==> src/rtl/imem_loader_pkg.sv <==
// rtl/imem_loader_pkg.sv - shared types and constants for the instruction memory loader
package imem_loader_pkg;

  typedef enum logic [2:0] {
    IDLE = 3'd0,
    LEN0 = 3'd1,
    LEN1 = 3'd2,
    DATA = 3'd3,
    CSUM = 3'd4,
    DONE = 3'd5,
    ERR  = 3'd6
  } state_t;

  localparam int BYTES_PER_WORD = 4;
  localparam int HDR_BYTES      = 2;
  localparam int COUNT_W        = 16;

endpackage

==> src/rtl/imem_word_packer.sv <==
// rtl/imem_word_packer.sv - packs little-endian stream bytes into 32-bit words
module imem_word_packer
  import imem_loader_pkg::*;
(
  input  logic        clk,
  input  logic        rst_n,
  input  logic        clear,
  input  logic        byte_valid,
  input  logic [7:0]  byte_in,
  output logic [31:0] word,
  output logic        word_valid
);

  logic [1:0]  byte_cnt;
  logic [23:0] low_q;

  // The final byte is not stored: the word is presented combinationally on its accept
  assign word       = {byte_in, low_q};
  assign word_valid = byte_valid && (byte_cnt == 2'(BYTES_PER_WORD - 1));

  // Byte position counter and storage of the three low bytes of the word in progress
  always_ff @(posedge clk or negedge rst_n) begin
    if (!rst_n) begin
      byte_cnt <= 2'd0;
      low_q    <= 24'd0;
    end else if (clear) begin
      byte_cnt <= 2'd0;
      low_q    <= 24'd0;
    end else if (byte_valid) begin
      byte_cnt <= byte_cnt + 2'd1;
      case (byte_cnt)
        2'd0:    low_q[7:0]   <= byte_in;
        2'd1:    low_q[15:8]  <= byte_in;
        2'd2:    low_q[23:16] <= byte_in;
        default: ;
      endcase
    end
  end

endmodule

==> src/rtl/imem_loader.sv <==
// rtl/imem_loader.sv - boot-time loader writing a checksummed byte stream into instruction memory
module imem_loader
  import imem_loader_pkg::*;
#(
  parameter int DEPTH = 32,
  parameter int AW    = 32
) (
  input  logic          clk,
  input  logic          rst_n,
  input  logic          start,
  input  logic          rx_valid,
  input  logic [7:0]    rx_byte,
  output logic          rx_ready,
  output logic          imem_write,
  output logic [AW-1:0] imem_addr,
  output logic [31:0]   imem_data,
  output logic          cpu_hold,
  output logic          done,
  output logic          error,
  output logic [15:0]   words_loaded
);

  state_t               state;
  logic [7:0]           csum_acc;
  logic [7:0]           len_lo;
  logic [COUNT_W-1:0]   count;

  logic                 accept;
  logic                 restart;
  logic [7:0]           csum_next;
  logic [COUNT_W-1:0]   hdr_count;
  logic [31:0]          word;
  logic                 word_valid;

  assign accept    = rx_valid && rx_ready;
  assign restart   = start && ((state == IDLE) || (state == DONE) || (state == ERR));
  assign csum_next = csum_acc ^ rx_byte;
  assign hdr_count = {rx_byte, len_lo};

  imem_word_packer u_packer (
    .clk        (clk),
    .rst_n      (rst_n),
    .clear      (restart),
    .byte_valid (accept && (state == DATA)),
    .byte_in    (rx_byte),
    .word       (word),
    .word_valid (word_valid)
  );

  // Load sequencer: header, word writes, checksum verdict; all outputs registered
  always_ff @(posedge clk or negedge rst_n) begin
    if (!rst_n) begin
      state        <= IDLE;
      rx_ready     <= 1'b0;
      imem_write   <= 1'b0;
      imem_addr    <= '0;
      imem_data    <= 32'd0;
      cpu_hold     <= 1'b1;
      done         <= 1'b0;
      error        <= 1'b0;
      words_loaded <= 16'd0;
      csum_acc     <= 8'd0;
      len_lo       <= 8'd0;
      count        <= '0;
    end else begin
      imem_write <= 1'b0;
      case (state)
        IDLE, DONE, ERR: begin
          if (start) begin
            state        <= LEN0;
            csum_acc     <= 8'd0;
            words_loaded <= 16'd0;
            imem_addr    <= '0;
            done         <= 1'b0;
            error        <= 1'b0;
            cpu_hold     <= 1'b1;
            rx_ready     <= 1'b1;
          end
        end
        LEN0: begin
          if (accept) begin
            len_lo   <= rx_byte;
            csum_acc <= csum_next;
            state    <= LEN1;
          end
        end
        LEN1: begin
          if (accept) begin
            csum_acc <= csum_next;
            count    <= hdr_count;
            if (hdr_count > COUNT_W'(DEPTH)) begin
              state    <= ERR;
              error    <= 1'b1;
              rx_ready <= 1'b0;
            end else if (hdr_count == '0) begin
              state <= CSUM;
            end else begin
              state <= DATA;
            end
          end
        end
        DATA: begin
          if (imem_write) begin
            // Write cycle just ended: advance the index and resume accepting bytes
            imem_addr    <= imem_addr + AW'(1);
            words_loaded <= words_loaded + 16'd1;
            rx_ready     <= 1'b1;
            if ((words_loaded + 16'd1) == count) state <= CSUM;
          end else if (accept) begin
            csum_acc <= csum_next;
            if (word_valid) begin
              imem_write <= 1'b1;
              imem_data  <= word;
              rx_ready   <= 1'b0;
            end
          end
        end
        CSUM: begin
          if (accept) begin
            csum_acc <= csum_next;
            rx_ready <= 1'b0;
            if (csum_next == 8'd0) begin
              state    <= DONE;
              done     <= 1'b1;
              cpu_hold <= 1'b0;
            end else begin
              state <= ERR;
              error <= 1'b1;
            end
          end
        end
        default: begin
          state    <= IDLE;
          rx_ready <= 1'b0;
        end
      endcase
    end
  end

endmodule

==> config.mk <==
export PLATFORM = sky130hd
export DESIGN_NAME = imem_loader
export DESIGN_NICKNAME = d
export VERILOG_FILES = /design/src/rtl/imem_loader_pkg.sv /design/src/rtl/imem_word_packer.sv /design/src/rtl/imem_loader.sv
export SDC_FILE = /design/constraint.sdc
export NUM_CORES = 1
export LEC_CHECK = 0
export ABC_AREA = 1
export BUFFER_PORTS_ARGS = -buffer_cell sky130_fd_sc_hd__buf_2
export CAP_MARGIN = 0
export CORE_MARGIN = 2
export CORE_UTILIZATION = 53
export CTS_BUF_LIST = sky130_fd_sc_hd__clkbuf_16
export CTS_CLUSTER_DIAMETER = 120
export CTS_CLUSTER_SIZE = 24
export DETAILED_ROUTE_END_ITERATION = 6
export PLACE_DENSITY = 0.85
export RECOVER_POWER = 50
export SETUP_SLACK_MARGIN = 0.4
export SLEW_MARGIN = 15
export SYNTH_ARGS = -nofsm -noshare
export SYNTH_HDL_FRONTEND = slang
export SYNTH_SLANG_ARGS = --single-unit
==> constraint.sdc <==
create_clock -name clk -period 1.7 [get_ports clk]
set_input_delay 0 -clock clk [delete_from_list [all_inputs] [get_ports clk]]
set_output_delay 0 -clock clk [all_outputs]
set_load 0.05 [all_outputs]
==> flow_metrics.tcl, run 1 <==
set metrics [dict create \
    core-area_sq_mm 0.0138 \
    critPathMaxFanout 8 \
    reg2reg_depth 13 \
    overflow 0 \
    tightest_slew_ns 1.28 \
    drt_iter0_markers 2159 \
    initial_core_util_pct 53.9 \
    clk_pin_slew_ns 0.07 \
    seqPwrFrac_pct 27.0 \
    cts_sinks 146 \
    multiInputGateArea_sq_mm 0.00497 \
    clockPowerShare_pct 21.4 \
    clockBufferDepth 2 \
    ys_seq_elements 146 \
    min_path_type "input port to flop" \
    synth_top_area_share_pct 48.7 \
    hold-path-cell-count 4 \
    rsz0062_at_grt "yes" \
    r2r_setup_slack_ns -0.88 \
    slew_violations 0 \
    r2r_start "words_loaded[1]$_DFFE_PN0P_" \
    seq_area_sq_mm 0.00371 \
    rows 43 \
    fin_worst_skew_ns 0.0169 \
    violations "DRC, hold timing, setup timing" \
    reg2reg_to "state[1]$_DFFE_PN0P_" \
    synth_area_leaders "dfrtp_1 (49%), nand2_1 (11%), inv_1 (5.5%)" \
    synthesis.nets 932 \
    syn2layout_area_growth_pct 68.5 \
    cts_root_buffer "clkbuf_16" \
    synthAdderAreaFrac_pct 1.28 \
    syn_area_sq_mm 0.00745 \
    synth_simple_gate_area_share_pct 28.1 \
    hold_start "rx_byte[4]" \
    yosysSeqAreaShare_pct 49.0 \
    dr_total_vias 9907 \
    synth_compound_area_share_pct 11.1 \
    combPwrFrac_pct 51.6 \
    critPathCaptureType "flop" \
    pre_cts_slack_ns -0.157 \
    grt_pass1_wl_um 47600 \
    maxSlewHeadroom_pct 14.4 \
    yosys.area.top_type "dfrtp_1" \
    synthArstFlopShare_pct 100 \
    setup_violations 122 \
    cts_tree "built" \
    crit_start "words_loaded[1]$_DFFE_PN0P_" \
    peakVddDrop_mv 1.11 \
    synth_edf_count 0 \
    ioPinCount 97 \
    power.density_mw_per_mm2 1470 \
    timing.fmax_mhz 388 \
    die-height_um 123 \
    place_congestion 0.945 \
    setup_tns_ns -33.50 \
    status "complete, but fails checks" \
    synth-main-ff-cell "dfrtp_1" \
    die-area_sq_mm 0.0150 \
    via_per_inst 7.11 \
    die_w_um 123 \
    clk_latency_ns 0.46 \
    grt_max_degree 48 \
    min_to "csum_acc[4]$_DFFE_PN0P_" \
    synth_xor_area_share_pct 2.18 \
    crit_arrival_ns 2.88 \
    fillCellCount 441 \
    drt-pass1-iter-count 7 \
    synthMuxAreaShare_pct 0.453 \
    fin_crit_sh_pct 152 \
    dpl.hpwl_um 14300 \
    wl_per_cell_um 30.1 \
    yosysWarnings 0 \
    p_sw_share_pct 45.1 \
    setup_ws_ns -0.877 \
    finalHoldViolCount 4 \
    num_antenna_cells 0 \
    nNetsFinal 1219 \
    grt_antenna_before_repair 1 \
    synth.most_common_cell "nand2_1" \
    netlist-cell-type-count 52 \
    maxCapViolations 0 \
    leakage_uw 0.00607 \
    syn_avg_cell_area_sq_um 8.16 \
    cts_buffers 17 \
    internal-power_uw 10200 \
    ctsHoldBuffers 5 \
    drtAntennaViolNets 0 \
    syn_inst 913 \
    grt.total_usage_pct 42.4 \
    layout-drive-gt1-share_pct 59.1 \
    fin_crit_ns 2.58 \
    htree_levels 4 \
    portBuffers 96 \
    grt_pass1_vias 8768 \
    drc_errors 52 \
    hold_slack_ns -0.0558 \
    synth_commonest_cells "nand2_1 (226), dfrtp_1 (145), inv_1 (109)" \
    crit_path_start_kind "flop" \
    path_class "flop to flop" \
    net-switching-power_uw 8350 \
    routed_wl_um 42000 \
    required_ns 2.00 \
    synth_top_family_by_area "simple AND/OR/NAND/NOR gates" \
]
-- per-stage QoR --
stage / cell area (sq um) / util (%) / cells / total power [uW]
4_1_cts: 11400 / 82.5 / 1356 / 14800
5_1_grt: 12600 / 90.8 / 1393 / 18800
6_report: 12600 / 90.8 / 1393 / 18500
3_5_place_dp: 9080 / 65.6 / 1260 / 9140
3_3_place_gp: 9080 / 65.6 / 1260 / 9000
2_1_floorplan: 7750 / - / 913 / 7690
-- power groups by stage --
stage               Sequential (uW)  Clock [uW]  Combinational (uW)
finish                         5000        3960                9540
global route                   4980        4040                9750
CTS                            4700        3740                6380
detailed placement             4700           0                4440
global placement               4660           0                4340
floorplan                      4810           0                2880
-- state kept, by name (all words and copies together), names as in the netlist --
register	flops
imem_addr	32
imem_data	32
u_packer.low_q	24
count	16
words_loaded	16
csum_acc	8
len_lo	8
state	3
u_packer.byte_cnt	2
cpu_hold	1
done	1
error	1
imem_write	1
rx_ready	1
-- cells by family after synthesis --
| family | after synthesis |
|---|---|
| AO/OA/AOI/OAI | 151 |
| buffers and inverters | 144 |
| adder cells (fa/ha/maj) | 7 |
| flip-flops | 146 |
| AND/OR/NAND/NOR | 445 |
| XOR/XNOR | 17 |
| multiplexers | 3 |
-- routing by layer --
layer  global-route usage (%)  part of all wire, %  up-vias
met2                     67.9                   42     1250
met1                     48.8                   30     4512
li1                         -                    -     3557
met4                     31.4                   13        2
met3                     11.7                   15      586
met5                        0                0.038        -
-- critical path, stage by stage, from the launching register on --
cell and delay, ns:
dfrtp_2 0.47, nand2_2 0.11, nor2_4 0.29, nand4_1 0.22, nand2_1 0.19, nand2_1 0.12
nand2_1 0.13, nand3_2 0.19, nor2_2 0.17, nand2_2 0.09, nand2_4 0.10, nand2_4 0.10
nand2_2 0.11, nand2_2 0.12
-- cell usage in the layout, fill, tap and decap left out, drive strengths merged, types with 3 or more instances in the layout --
master | Yosys | routed
buf | 18 | 273
nand2 | 239 | 242
dfrtp | 145 | 145
inv | 121 | 122
o21ai | 107 | 107
nor2 | 90 | 90
nand3 | 61 | 62
nand4 | 23 | 23
clkbuf | 4 | 23
a21oi | 20 | 20
nor3 | 17 | 17
clkinv | 1 | 11
nand3b | 9 | 9
xor2 | 9 | 9
o22ai | 8 | 8
xnor2 | 7 | 7
ha | 6 | 6
dlygate4sd3 | 0 | 5
a211oi | 4 | 4
o31ai | 4 | 4
clkinvlp | 0 | 3
mux2 | 3 | 3
bufinv | 0 | 3
nor4 | 3 | 3
-- worst max path at each step --
stage	cells after the start	to	slack, ns
detailed placement	14	state[1]$_DFFE_PN0P_	-0.16
finish	13	state[1]$_DFFE_PN0P_	-0.88
CTS	14	state[1]$_DFFE_PN0P_	-0.17
global placement	14	state[1]$_DFFE_PN0P_	-0.1
global route	14	state[0]$_DFFE_PN0P_	-1.14
floorplan	15	state[0]$_DFFE_PN0P_	-0.19
-- area by class of cell --
cell class                      instances  area share [%]
Multi-Input combinational cell        627            39.6
Sequential cell                       146            29.5
Timing Repair Buffer                  284            20.0
Inverter                              122            4.27
Clock buffer                           17            3.39
Tap cell                              180            1.79
Clock inverter                         15            1.20
Timing Repair inverter                  2           0.259
-- repair_timing --
action                                  4_1_cts  5_1_grt
pin swaps                                    64       61
resized for setup                           319      221
buffers inserted                             43       35
hold endpoints to repair                    153        4
endpoints found under the setup margin      138      148
cloned                                       16        2
(Power assumes the default switching activity.)
==> inputs of run 2 (changes only) <==
Settings changed: CTS_BUF_LIST sky130_fd_sc_hd__clkbuf_16 to sky130_fd_sc_hd__clkbuf_8 sky130_fd_sc_hd__clkbuf_16, SYNTH_HIERARCHICAL set to 1.
==> flow_metrics.tcl, run 2 <==
set metrics [dict create \
    slowest_stage "dfrtp_4" \
    syn2layout_area_growth_pct 61.3 \
    leakage_uw 0.00627 \
    cts_sinks 146 \
    core-area_sq_mm 0.0144 \
    finalPower_uw 17300 \
    tightest_slew_ns 1.49 \
    die-height_um 125 \
    wl_per_cell_um 24.1 \
    die-area_sq_mm 0.0155 \
    grt_max_degree 58 \
    peakVddDrop_mv 0.897 \
    synth_commonest_cells "nand2_1 (334), dfrtp_1 (145), inv_1 (100)" \
    fin_crit_sh_pct 141 \
    cpPeakStageDelay_ns 0.52 \
    synthesis.nets 989 \
    maxSlewHeadroom_pct 0.870 \
    dpl.hpwl_um 14400 \
    grt_pass1_wl_um 38500 \
    place_congestion 0.937 \
    drc_errors 3 \
    yosys.area.top_type "dfrtp_1" \
    power.density_mw_per_mm2 1390 \
    clockBufferDepth 2 \
    cts_buffers 17 \
    ctsHoldBuffers 13 \
    drtAntennaViolNets 0 \
    netlist-cell-type-count 49 \
    timing.fmax_mhz 417 \
    critPathTopFamily "simple AND/OR/NAND/NOR gates" \
    fillCellCount 584 \
    cts_tree "built" \
    path_class "flop to flop" \
    setup_ws_ns -0.697 \
    final_cell_mix "nand2_1 (203), dfrtp_1 (98), buf_2 (93)" \
    portBuffers 96 \
    cts_root_buffer "clkbuf_16" \
    ys_seq_elements 146 \
    num_antenna_cells 0 \
    crit_arrival_ns 2.72 \
    grt.total_usage_pct 30.9 \
    rsz0062_at_grt "yes" \
    overflow 0 \
    synth_edf_count 0 \
    ioPinCount 97 \
    crit_chain "nand3_1 -> nor2_2 -> nand4_1 -> nand2_1 -> nand2_1 -> nand2_1 -> nand3_1 -> nor2_1 -> nand2_1 -> nand2_2 -> nand2_2 -> nand2_1 -> nand2_1" \
    hold_slack_ns -0.0192 \
    routed_wl_um 33900 \
    min_path_type "input port to flop" \
    multiInputGateArea_sq_mm 0.00509 \
    critPathCaptureType "flop" \
    dr_total_vias 9056 \
    fin_crit_ns 2.40 \
    pre_cts_slack_ns -0.137 \
    yosysSeqAreaShare_pct 47.5 \
    syn_area_sq_mm 0.00770 \
    via_per_inst 6.43 \
    status "complete, but fails checks" \
    seq_area_sq_mm 0.00372 \
    setup_violations 122 \
    final_area_sq_mm 0.0124 \
    top_regs "imem_addr: 32 flops, imem_data: 32 flops, u_packer/low_q: 24 flops" \
    synth-main-ff-cell "dfrtp_1" \
    crit_path_start_kind "flop" \
    rows 44 \
    syn_avg_cell_area_sq_um 7.94 \
    fin_worst_skew_ns 0.00861 \
    syn_inst 970 \
    synthArstFlopShare_pct 100 \
    die_w_um 125 \
    slew_violations 0 \
    nNetsFinal 1231 \
    required_ns 2.02 \
    drt-pass1-iter-count 7 \
    path_buf_inv 0 \
    dpl_cell_area_sq_mm 0.00911 \
    cpMostUsedCell "nand2_1" \
    final_common_cell "nand2_1" \
    synth_top_area_share_pct 47.1 \
    synth.most_common_cell "nand2_1" \
    maxCapViolations 0 \
    clk_pin_slew_ns 0.07 \
    htree_levels 4 \
    clk_latency_ns 0.45 \
    finalHoldViolCount 1 \
    grt_pass1_vias 7683 \
    synth_area_leaders "dfrtp_1 (47%), nand2_1 (16%), inv_1 (4.9%)" \
    grt_antenna_before_repair 0 \
    critPathMaxFanout 7 \
    initial_core_util_pct 53.6 \
    violations "DRC, hold timing, setup timing" \
    yosysWarnings 6 \
    layout-drive-gt1-share_pct 54.0 \
    drt_iter0_markers 1259 \
]
## run 2: cell count changes after synthesis, moves of 6 or more
cell	change
clkbuf_1	+8
buf_4	+8
nand2_1	+108
nand3_1	+8
o21ai_1	-33
buf_2	-11
o21ai_0	-33
o31ai_1	+13
inv_1	-9
nand2_2	-6
xnor2_1	+6
## run 2: area by class of cell
| class | instances | area share (%) |
|---|---|---|
| Clock buffer | 17 | 3.43 |
| Clock inverter | 15 | 1.67 |
| Inverter | 110 | 4.16 |
| Multi-Input combinational cell | 685 | 41.0 |
| Sequential cell | 146 | 29.9 |
| Tap cell | 184 | 1.85 |
| Timing Repair Buffer | 243 | 16.7 |
| Timing Repair inverter | 9 | 1.24 |
## run 2: layer usage
layer	wire, um	global-route usage, %
met1	11300	39.3
met2	16400	51.2
met3	3630	6.79
met4	2650	13.1
met5	0	0
## run 2: worst register-to-register path: stages (launching register included)
cell     delay [ns]
dfrtp_4        0.52
nand3_1        0.20
nor2_2         0.25
nand4_1        0.17
nand2_1        0.14
nand2_1        0.10
nand2_1        0.11
nand3_1        0.11
nor2_1         0.15
nand2_1        0.12
nand2_2        0.14
nand2_2        0.10
nand2_1        0.08
nand2_1        0.09
## run 2: cell families after synthesis
group	share of synthesized area [%]
AO/OA/AOI/OAI	7.38
XOR/XNOR	2.50
adder cells (fa/ha/maj)	1.23
buffers and inverters	8.40
flip-flops	47.5
multiplexers	0.569
AND/OR/NAND/NOR	32.5
## run 2: where the power goes
| part | total (uW) | leakage, uW | internal, uW | switching, uW |
|---|---|---|---|---|
| combinational | 8530 | 0.00406 | 3600 | 4930 |
| clock | 4130 | 0.000296 | 2470 | 1660 |
| sequential | 4660 | 0.00191 | 3960 | 697 |
## run 2: final timing paths
| kind | from | to | slack, ns | cells past startpoint |
|---|---|---|---|---|
| min in group asynchronous | rst_n | words_loaded[4]$_DFFE_PN0P_ | 0.43 | 2 |
| worst min-delay path | rx_byte[0] | csum_acc[0]$_DFFE_PN0P_ | -0.02 | 3 |
| worst max-delay path | words_loaded[2]$_DFFE_PN0P_ | state[1]$_DFFE_PN0P_ | -0.70 | 13 |
| max in group asynchronous | rst_n | imem_data[14]$_DFFE_PN0P_ | 0.21 | 3 |
| worst max register to register | words_loaded[2]$_DFFE_PN0P_ | state[1]$_DFFE_PN0P_ | -0.70 | 13 |
| worst min register to register | imem_data[28]$_DFFE_PN0P_ | imem_data[28]$_DFFE_PN0P_ | 0.49 | 2 |
## run 2: through the flow
| step | cells | TNS (ns) | util (%) |
|---|---|---|---|
| finish | 1409 | -26.24 | 86.4 |
| global route | 1409 | -34.84 | 86.4 |
| CTS | 1368 | -1.09 | 74.3 |
| detailed placement | 1297 | -1.34 | 63.4 |
| global placement | 1297 | -0.380 | 63.4 |
| floorplan | 970 | -6.66 | - |
## run 2: repair_timing
action,in CTS,in global routing
setup buffers,17,31
gates resized for setup,146,321
hold endpoints to repair,160,1
setup endpoints to repair,147,148
pin swaps,21,97
gates cloned,9,10
